$ cat config.mk
export PLATFORM = sky130hd
export DESIGN_NAME = sms_timing_ring
export DESIGN_NICKNAME = d
export VERILOG_FILES = /design/src/rtl/sms_timing_ring.sv
export SDC_FILE = /design/constraint.sdc
export NUM_CORES = 1
export LEC_CHECK = 0
export BUFFER_PORTS_ARGS = -buffer_cell sky130_fd_sc_hd__buf_4
export CORE_MARGIN = 2
export CORE_UTILIZATION = 52
export CTS_CLUSTER_DIAMETER = 120
export CTS_CLUSTER_SIZE = 40
export DETAILED_ROUTE_END_ITERATION = 6
export GPL_ROUTABILITY_DRIVEN = 0
export GPL_TIMING_DRIVEN = 0
export PLACE_DENSITY = 0.77
export RECOVER_POWER = 50
export SLEW_MARGIN = 40
export SYNTH_ARGS = -nofsm -noshare
export SYNTH_HDL_FRONTEND = slang
export SYNTH_SLANG_ARGS = --single-unit
$ cat constraint.sdc
create_clock -name clk -period 2.8 [get_ports clk]
set_input_delay 0.28 -clock clk [delete_from_list [all_inputs] [get_ports clk]]
set_output_delay 0.28 -clock clk [all_outputs]
set_load 0.05 [all_outputs]
$ cat src/rtl/sms_timing_ring.sv
// Memory-cycle timing ring: divides the SMS oscillator into a one-hot ring of
// timing positions, with start/stop/single-cycle control and a cycle counter.
module sms_timing_ring #(
    parameter int RING_LEN    = 10,
    parameter int SUB_STEPS   = 2,
    parameter int COUNT_WIDTH = 16
) (
    input  logic                   clk,
    input  logic                   reset,
    input  logic                   start,
    input  logic                   stop,
    input  logic                   single_cycle,
    output logic [RING_LEN-1:0]    t,
    output logic                   phase,
    output logic                   cycle_start,
    output logic                   cycle_end,
    output logic                   running,
    output logic [COUNT_WIDTH-1:0] cycle_count
);
    // state    | meaning
    // IDLE     | ring stopped, t = 0
    // RUN      | ring advancing
    // STOPPING | ring advancing, halts on the edge after cycle_end
    typedef enum logic [1:0] {IDLE, RUN, STOPPING} state_t;

    localparam int SUB_W = (SUB_STEPS > 1) ? $clog2(SUB_STEPS) : 1;
    localparam logic [SUB_W-1:0] SUB_LAST  = SUB_W'(SUB_STEPS - 1);
    localparam logic [SUB_W:0]   PHASE_LIM = (SUB_W + 1)'(SUB_STEPS - SUB_STEPS / 2);

    state_t                 state_q, state_d;
    logic [RING_LEN-1:0]    t_q, t_d;
    logic [SUB_W-1:0]       rem_q, rem_d;
    logic                   phase_q, phase_d;
    logic                   cycle_start_q, cycle_start_d;
    logic                   cycle_end_q, cycle_end_d;
    logic                   running_q, running_d;
    logic [COUNT_WIDTH-1:0] cycle_count_q, cycle_count_d;
    logic                   stop_pending_q, stop_pending_d;
    logic                   single_q, single_d;
    logic [RING_LEN-1:0]    t_rot;

    assign t_rot = {t_q[RING_LEN-2:0], t_q[RING_LEN-1]};

    // The sub-step timer counts down; rem = SUB_STEPS-1-sub, terminal count at 0.
    always_comb begin
        state_d        = state_q;
        t_d            = t_q;
        rem_d          = rem_q;
        cycle_count_d  = cycle_count_q;
        stop_pending_d = stop_pending_q;
        single_d       = single_q;
        case (state_q)
            IDLE: begin
                if (start) begin
                    state_d        = stop ? STOPPING : RUN;
                    stop_pending_d = stop;
                    single_d       = single_cycle;
                    t_d            = RING_LEN'(1);
                    rem_d          = SUB_LAST;
                end
            end
            RUN, STOPPING: begin
                if (rem_q != '0) begin
                    rem_d = rem_q - SUB_W'(1);
                end else if (cycle_end_q && (stop_pending_q || single_q)) begin
                    cycle_count_d  = cycle_count_q + COUNT_WIDTH'(1);
                    state_d        = IDLE;
                    t_d            = '0;
                    rem_d          = '0;
                    stop_pending_d = 1'b0;
                    single_d       = 1'b0;
                end else begin
                    if (cycle_end_q) begin
                        cycle_count_d = cycle_count_q + COUNT_WIDTH'(1);
                    end
                    t_d   = t_rot;
                    rem_d = SUB_LAST;
                end
                // A stop on the wrap edge belongs to the cycle that is just starting.
                if (stop && state_d != IDLE) begin
                    state_d        = STOPPING;
                    stop_pending_d = 1'b1;
                end
            end
            default: begin
                state_d        = IDLE;
                t_d            = '0;
                rem_d          = '0;
                stop_pending_d = 1'b0;
                single_d       = 1'b0;
            end
        endcase

        running_d     = (t_d != '0);
        cycle_start_d = t_d[0] && (rem_d == SUB_LAST);
        cycle_end_d   = t_d[RING_LEN-1] && (rem_d == '0);
        phase_d       = running_d && ({1'b0, rem_d} < PHASE_LIM);
    end

    always_ff @(posedge clk) begin
        if (reset) begin
            state_q        <= IDLE;
            t_q            <= '0;
            rem_q          <= '0;
            phase_q        <= 1'b0;
            cycle_start_q  <= 1'b0;
            cycle_end_q    <= 1'b0;
            running_q      <= 1'b0;
            cycle_count_q  <= '0;
            stop_pending_q <= 1'b0;
            single_q       <= 1'b0;
        end else begin
            state_q        <= state_d;
            t_q            <= t_d;
            rem_q          <= rem_d;
            phase_q        <= phase_d;
            cycle_start_q  <= cycle_start_d;
            cycle_end_q    <= cycle_end_d;
            running_q      <= running_d;
            cycle_count_q  <= cycle_count_d;
            stop_pending_q <= stop_pending_d;
            single_q       <= single_d;
        end
    end

    assign t           = t_q;
    assign phase       = phase_q;
    assign cycle_start = cycle_start_q;
    assign cycle_end   = cycle_end_q;
    assign running     = running_q;
    assign cycle_count = cycle_count_q;

endmodule

Word level (Yosys, flattened, before mapping)
Cells that the tools add are included.
{"block": "word_totals", "out_inout_bits": 30, "reg_bits": 35}
{"block": "classes", "bitwise_logic": 2, "n_lt_le_gt_ge": 1, "add_sub_neg": 2, "n_mux": 24, "n_reduce_logical": 14, "eq_ne": 7}
{"op": "16-bit 2-to-1 mux", "n": 2}
{"op": "10-bit 2-to-1 mux", "n": 3}
{"op": "10-bit case mux with 2 select lines", "n": 1}
{"op": "16-bit by 1-bit adder with 16-bit output (second input constant)", "n": 1}
{"op": "2-bit 2-to-1 mux", "n": 6}
{"op": "10-bit nonzero test", "n": 1}
{"op": "3-bit AND reduction", "n": 3}
{"op": "1-bit 2-to-1 mux", "n": 8}
{"op": "2-bit != test (second input constant)", "n": 3}
{"op": "3-bit != test (second input constant)", "n": 2}
{"op": "1-bit case mux with 2 select lines", "n": 3}
{"op": "1-bit logical AND", "n": 5}
{"op": "2-bit case mux with 2 select lines", "n": 1}
{"op": "2-bit nonzero test", "n": 2}
{"op": "2-bit by 1-bit equality test with 1-bit output (second input constant)", "n": 1}
{"op": "2-bit equality test (second input constant)", "n": 1}
{"op": "2-bit logical NOT", "n": 1}
{"op": "1-bit NOT", "n": 2}
{"op": "2-bit OR reduction", "n": 1}
{"op": "1-bit logical OR", "n": 1}
{"op": "1-bit less-than comparator (second input constant)", "n": 1}
{"op": "1-bit subtractor (second input constant)", "n": 1}

Depth between registers and ports, before layout
Gate-level depths: netlist of the first run.
{"block": "logic_depth", "depth_word": 9, "mapped_depth": 7}

Worst setup path before layout of the first run
No wires, ideal clock.
{"block": "synth_path", "path_kind": "register to register", "from": "reg state_q[0]", "to": "reg cycle_count_q[15] (netlist: cycle_count[15])", "arrival_time_ps": 2168, "setup_slack_ps": 561, "path_stages_with_launch": 8, "path_cell_list": "dfxtp_1 -> inv_1 -> ha_1 -> nand3b_4 -> or4_1 -> buf_2 -> or4_1 -> a21oi_1"}
{"block": "synth_via", "elab_chain_len": 3, "elab_cells_between_ends": 4}
{"element": "from (decl)", "line_no": "30", "rtl": "state_t state_q, state_d;"}
{"element": "from (signal assigned)", "line_no": "113", "rtl": "state_q <= state_d;"}
{"element": "2-bit by 1-bit equality test with 1-bit output / 2-bit equality test (equally long branches)", "line_no": "52", "rtl": "case (state_q)"}
{"element": "2-bit OR reduction (*)", "line_no": "52"}
{"element": "3-bit AND reduction (no source line) (*)"}
{"element": "to (signal assigned)", "line_no": "120", "rtl": "cycle_count_q <= cycle_count_d;"}
{"element": "to (decl)", "line_no": "37", "rtl": "logic [COUNT_WIDTH-1:0] cycle_count_q, cycle_count_d;"}
Mark *: on every way between the ends. The rest lies on a longest branch, timed or not.
A chain may end at the register's enable or synchronous reset.

Final worst setup path of the first run
Ends and elaborated chain as after synthesis.

==> out/qor.yml, run 1 <==
dr_wl_met3_um: 209
start_kind: "flop"
reg2reg_slack_ns: 0.30
drive_gt1_frac: 0.0872
netlist_top_cells_area: "dfxtp_1 46%, nor2_1 6.4%, a21oi_1 4.6%"
p_int_uw: 642
p_comb_frac: 0.140
grt_usage: 0.230
die-area_mm2: 0.00340
power.switching_uw: 281
drt-initial-drc-count: 105
hold_viol_final: 0
period_needed_ns: 2.50
cts_tree: "done"
pin_count: 35
cts-root-buf: "clkbuf_4"
wirelength_um: 3550
cts_setup_buffers: 0
cts_sinks: 35
stdcell_count: 249
min_path_cells: 3
top_layer: "met4"
async_flop_share: 0
maxCapViolations: 0
syn_nets: 184
vias: 1483
routed-wl-met2_um: 1740
syn_area_per_cell_um2: 8.72
ys_seq_elements: 35
die_y_um: 58.3
vias_per_cell: 5.96
core_mm2: 0.00278
drc_errors: 0
yosys.area.top_type: "dfxtp_1"
p_clk_frac: 0.289
clk_pin_slew_worst_paths_ns: 0.11
row_count: 19
status: "completed"
cts-buffers-inserted: 5
tightest_slew_ns: 0.608
p_leak_uw: 0.000638
num_antenna_cells: 0
min_from: "single_cycle"
grt_pass1_vias: 1436
wl_met1_um: 1560
antenna_found_initial: 0
cts_resized: 0
rr_endpoint: "cycle_count[15]"
swShare: 0.304
powerDensity_mw_per_mm2: 522
min_period_over_period: 0.894
ant_nets: 0
max_freq_mhz: 399
yosysTopAreaCellShare: 0.456
layout.nets: 225
wl_per_cell_um: 14.3
grt_pass1_wl_um: 6000
endpoint_kind: "flop"
rsz0062_at_grt: "false"
area_growth_pct: 15.2
portBuffers: 34
peakVddDrop_mv: 0.480
nFillCells: 253
ys_warn_count: 0
critical_path.max_fanout: 10
skew_ns: 0.00919
rr_startpoint: "state_q[0]"
synth_area_mm2: 0.00154
firstDrtPassIters: 4
tns_ns: 0
hpwl_um: 2540
critical_path_class: "reg2reg"
syn_inst: 176
grt_max_degree: 12
die_x_um: 58.3
setup_viol: 0
rr_worst_depth: 7
slew_violations: 0
maxSlewHeadroom: 0.597
crit_required_ns: 3.08
ys_seq_area_frac: 0.456
crit_arrival_ns: 2.78
start_util: 0.552
hold_class: "in2reg"
synth_edf_count: 0
min_to: "single_q"
dp_cells: 241
cts_hold_buf: 0
htreeDepth: 2
synth-main-ff-cell: "dfxtp_1"
grt-ovfl-total: 0
synthDistinctLibCells: 35
seqPwrFrac: 0.571
clockBufferDepth: 2
clk_latency_ns: 0.35
stage by stage:
step	utilization	area (um^2)	total power, uW	hold WS, ns	setup slack, ns
3_3_place_gp	0.658	1830	669	0.462	0.437
5_1_grt	0.636	1770	966	0.225	0.155
4_1_cts	0.677	1880	936	0.220	0.316
3_5_place_dp	0.658	1830	673	0.482	0.349
2_1_floorplan	-	1540	632	0.449	0.561
6_report	0.636	1770	923	0.234	0.296
synth_stat cells, types with 2 or more instances:
master and number:
a21oi_1 14, a22oi_1 9, clkbuf_1 6, dfxtp_1 35, ha_1 3, inv_1 6
mux2i_1 2, nand2_1 8, nand3_1 6, nand4_1 5, nor2_1 26, nor3_1 5
nor4_1 4, o21ai_0 10, o31ai_1 5, or3_1 2, or3_2 2, or4_1 6
xnor2_1 4, xor2_1 3
worst max-delay path, cell delays in order, from the launching register on:
cell and delay [ns]:
dfxtp_1 0.42, inv_1 0.09, ha_1 0.45, nand3b_4 0.14
or4_1 0.54, buf_2 0.18, or4_1 0.47, a21oi_1 0.15
power groups by stage:
stage / Combinational [uW] / Sequential, uW / Clock [uW]
after floorplan: 72.0 / 560 / 0
after global placement: 132 / 536 / 0
after detailed placement: 136 / 537 / 0
after CTS: 136 / 527 / 273
after global routing: 141 / 530 / 295
final: 130 / 527 / 267
final cells by class:
type | instances | area, um^2 | share of cell area
multi-input combinational | 128 | 785 | 0.443
sequential | 35 | 701 | 0.396
timing repair buffer | 34 | 143 | 0.0806
tap | 31 | 38.8 | 0.0219
clock buffer | 5 | 37.5 | 0.0212
buffer | 7 | 27.5 | 0.0156
inverter | 6 | 22.5 | 0.0127
clock inverter | 3 | 15.0 | 0.00849
flip-flops by register name, indices dropped and copies added, names as in the netlist:
| name | flops |
|---|---|
| cycle_count | 16 |
| cycle_end | 1 |
| cycle_start | 1 |
| phase | 1 |
| rem_q | 1 |
| running | 1 |
| single_q | 1 |
| state_q | 2 |
| stop_pending_q | 1 |
| t | 10 |
how the worst max path moves through the flow:
stage / startpoint / to / slack, ns / depth (start not counted)
finish: state_q[0] / cycle_count[15] / 0.30 / 7
CTS: state_q[0] / cycle_count[15] / 0.32 / 7
floorplan: state_q[0] / cycle_count[15] / 0.56 / 7
global placement: state_q[0] / cycle_count[15] / 0.44 / 7
detailed placement: state_q[0] / cycle_count[15] / 0.35 / 7
global route: state_q[0] / cycle_count[15] / 0.16 / 7
routing by layer:
layer	global-route usage	up-vias
met5	0	-
met4	0.106	0
met3	0.0725	6
met2	0.388	45
met1	0.264	703
li1	-	729
cells by family after synthesis:
family | after synthesis | synth area share
AND/OR/NAND/NOR | 71 | 0.248
AO/OA/AOI/OAI | 45 | 0.186
flip-flops | 35 | 0.456
buffers and inverters | 13 | 0.0326
XOR/XNOR | 7 | 0.0399
adder cells (fa/ha/maj) | 3 | 0.0245
multiplexers | 2 | 0.0130
cell usage in the layout (no fill, tap or decap), types with 3 or more instances in the layout:
cell type | Yosys | final
clkbuf_4 | 0 | 5
nand4_1 | 5 | 5
nor3_1 | 5 | 5
a22oi_1 | 9 | 9
clkinv_2 | 0 | 3
nor2_1 | 26 | 26
or4_1 | 6 | 6
dfxtp_1 | 35 | 35
nand2_1 | 8 | 8
nand3_1 | 6 | 6
xor2_1 | 3 | 3
buf_4 | 0 | 4
o21ai_0 | 10 | 10
clkbuf_1 | 6 | 36
xnor2_1 | 4 | 4
o31ai_1 | 5 | 5
nor4_1 | 4 | 4
ha_1 | 3 | 3
a21oi_1 | 14 | 14
inv_1 | 6 | 6
No activity file was read; power rests on OpenSTA's default activity.
==> run 2: changes to the inputs <==
--- a/config.mk
+++ b/config.mk
@@ -5,15 +5,16 @@
 export SDC_FILE = /design/constraint.sdc
 export NUM_CORES = 1
 export LEC_CHECK = 0
+export ABC_AREA = 1
 export BUFFER_PORTS_ARGS = -buffer_cell sky130_fd_sc_hd__buf_4
+export CAP_MARGIN = 15
 export CORE_MARGIN = 2
-export CORE_UTILIZATION = 52
+export CORE_UTILIZATION = 53
 export CTS_CLUSTER_DIAMETER = 120
 export CTS_CLUSTER_SIZE = 40
 export DETAILED_ROUTE_END_ITERATION = 6
 export GPL_ROUTABILITY_DRIVEN = 0
-export GPL_TIMING_DRIVEN = 0
-export PLACE_DENSITY = 0.77
+export PLACE_DENSITY = 0.78
 export RECOVER_POWER = 50
 export SLEW_MARGIN = 40
 export SYNTH_ARGS = -nofsm -noshare
==> out/qor.yml, run 2 <==
status: "completed"
yosysTopAreaCellShare: 0.416  # -0.0400
area_growth_pct: 13.5
wirelength_um: 3520  # -1.1%
rsz0062_at_grt: "false"
cts_resized: 0  # unchanged
cts_hold_buf: 0  # unchanged
core_mm2: 0.00303  # +8.9%
critical_path.max_fanout: 12  # +2
grt_max_degree: 24  # +12
path_cells: "inv_1 -> ha_1 -> inv_2 -> nor2_4 -> nand2_4 -> nor2_8 -> nand2_2 -> nor3_4 -> nand2_1 -> o21ai_1 -> a21oi_1"
peakVddDrop_mv: 0.225  # -53%
cp_slowest_cell: "dfxtp_1"
synth_area_mm2: 0.00168  # +9.6%
max_freq_mhz: 483  # +21%
yosysMostFrequentCell: "nand2_1"
cts_setup_buffers: 0  # unchanged
maxSlewHeadroom: 0.483  # -0.114
syn_inst: 246  # +40%
p_leak_uw: 0.000836  # +31%
drc_errors: 0  # unchanged
hpwl_um: 2620  # +3.3%
tightest_slew_ns: 0.770  # +0.163 ns
ys_seq_area_frac: 0.416  # -0.0400
syn_area_per_cell_um2: 6.84  # -22%
pin_count: 35  # unchanged
final_cell_area_mm2: 0.00191  # +7.9%
period_needed_ns: 2.07  # -0.434 ns
netlist_top_cells_area: "dfxtp_1 42%, nand2_1 15%, inv_1 6.2%"
final_cell_mix: "69 x nand2_1, 35 x dfxtp_1, 31 x clkbuf_1"
htreeDepth: 2  # unchanged
crit_required_ns: 3.04  # -0.04 ns
clockBufferDepth: 2  # unchanged
wl_per_cell_um: 10.8  # -24%
netlist_top_cells_count: "69 x nand2_1, 35 x dfxtp_1, 28 x inv_1, 28 x nor2_1, 20 x nand3_1"
slew_violations: 0  # unchanged
critical-path-max-stage-delay_ns: 0.36  # -0.18 ns
skew_ns: 0.0128  # +0.00361 ns
async_flop_share: 0  # unchanged
worstSetupStartpoint: "state_q[0]"
num_antenna_cells: 0  # unchanged
seq_area_um2: 701  # unchanged
cts-buffers-inserted: 5  # unchanged
die_x_um: 60.4  # +3.5%
hold_class: "in2reg"
grt_usage: 0.214  # -0.0153
row_count: 20  # +1
start_util: 0.556  # +0.00383
crit_arrival_ns: 2.31  # -0.47 ns
rr_startpoint: "state_q[0]"
cts_tree: "done"
start_kind: "flop"
antenna_found_initial: 0  # unchanged
firstDrtPassIters: 4  # unchanged
largest_register_ffs: 16  # unchanged
vias: 1612  # +8.7%
synthDistinctLibCells: 28  # -20%
stdcell_count: 326  # +31%
yosys.area.top_type: "dfxtp_1"
place_area_mm2: 0.00197  # +7.6%
grt_pass1_wl_um: 5900  # -1.6%
min_from: "single_cycle"
critical_path_class: "reg2reg"
clk_pin_slew_worst_paths_ns: 0.10  # about the same
powerDensity_mw_per_mm2: 504  # -3.4%
ys_warn_count: 0  # unchanged
path_buf_inv: 2  # unchanged
critPathTopFamily: "simple AND/OR/NAND/NOR gates"
multi_input_comb_area_um2: 848  # +8.1%
layout.nets: 289  # +28%
fin_ws_ns: 0.730  # +0.434 ns
die-area_mm2: 0.00364  # +7.0%
endpoint_kind: "flop"
tns_ns: 0  # unchanged
pre_cts_slack_ns: 0.748  # +0.399 ns
grt_pass1_vias: 1382  # -3.8%
cts-root-buf: "clkbuf_4"
power.total_uw: 962  # +4.3%
grt-ovfl-total: 0  # unchanged
die_y_um: 60.4  # +3.5%
maxCapViolations: 0  # unchanged
setup_viol: 0  # unchanged
drive_gt1_frac: 0.0674  # -0.0198
ys_seq_elements: 35  # unchanged
synth-main-ff-cell: "dfxtp_1"
min_period_over_period: 0.739  # -0.155
nFillCells: 315  # +25%
final_common_cell: "nand2_1"
syn_nets: 254  # +38%
clk_latency_ns: 0.35  # about the same
portBuffers: 34  # unchanged
hold_viol_final: 0  # unchanged
dp_cells: 318  # +32%
synth_edf_count: 0  # unchanged
drt-initial-drc-count: 100  # -4.8%
vias_per_cell: 4.94  # -17%
cts_sinks: 35  # unchanged
ant_nets: 0  # unchanged
## run 2: worst register-to-register path, stage by stage (launching register included)
cell and delay [ns]:
dfxtp_1 0.36, inv_1 0.08, ha_1 0.35, inv_2 0.06
nor2_4 0.25, nand2_4 0.15, nor2_8 0.13, nand2_2 0.09
nor3_4 0.21, nand2_1 0.11, o21ai_1 0.14, a21oi_1 0.05
## run 2: report_power, final
group	switching (uW)	internal [uW]	total, uW
registers	10.7	516	527
logic	120	42.1	162
clock network	177	96.8	274
total	308	655	962
## run 2: logic make-up after synthesis
kind of cell,synth area share
compound gates,0.106
xor+xnor,0.00521
fa+ha+maj,0.0223
buf+inv,0.0795
flops,0.416
simple gates,0.370
## run 2: metal layers
| metal | part of all wire | vias up | routed length (um) | global-route usage |
|---|---|---|---|---|
| met4 | 0.013 | 0 | 44 | 0.0730 |
| li1 | - | 858 | - | - |
| met1 | 0.49 | 717 | 1710 | 0.277 |
| met5 | 0 | - | 0 | 0 |
| met3 | 0.050 | 6 | 175 | 0.0640 |
| met2 | 0.45 | 31 | 1580 | 0.343 |
## run 2: path summary, 6_finish.rpt
check                           cells past startpoint  slack (ns)              end
worst max-delay path                               11        0.73  cycle_count[10]
worst min-delay path                                3        0.21         single_q
worst max register to register                     11        0.73  cycle_count[10]
worst min register to register                      2        0.48         single_q
## run 2: area by class of cell
class,count,share of cell area
multi-input combinational,176,0.444
timing repair buffer,34,0.0747
sequential,35,0.367
clock buffer,6,0.0216
inverter,29,0.0570
tap,44,0.0288
clock inverter,2,0.00655
## run 2: through the flow
stage,util,hold WS (ns)
floorplan,-,0.359
global placement,0.650,0.457
detailed placement,0.650,0.464
CTS,0.668,0.208
global route,0.631,0.223
finish,0.631,0.214
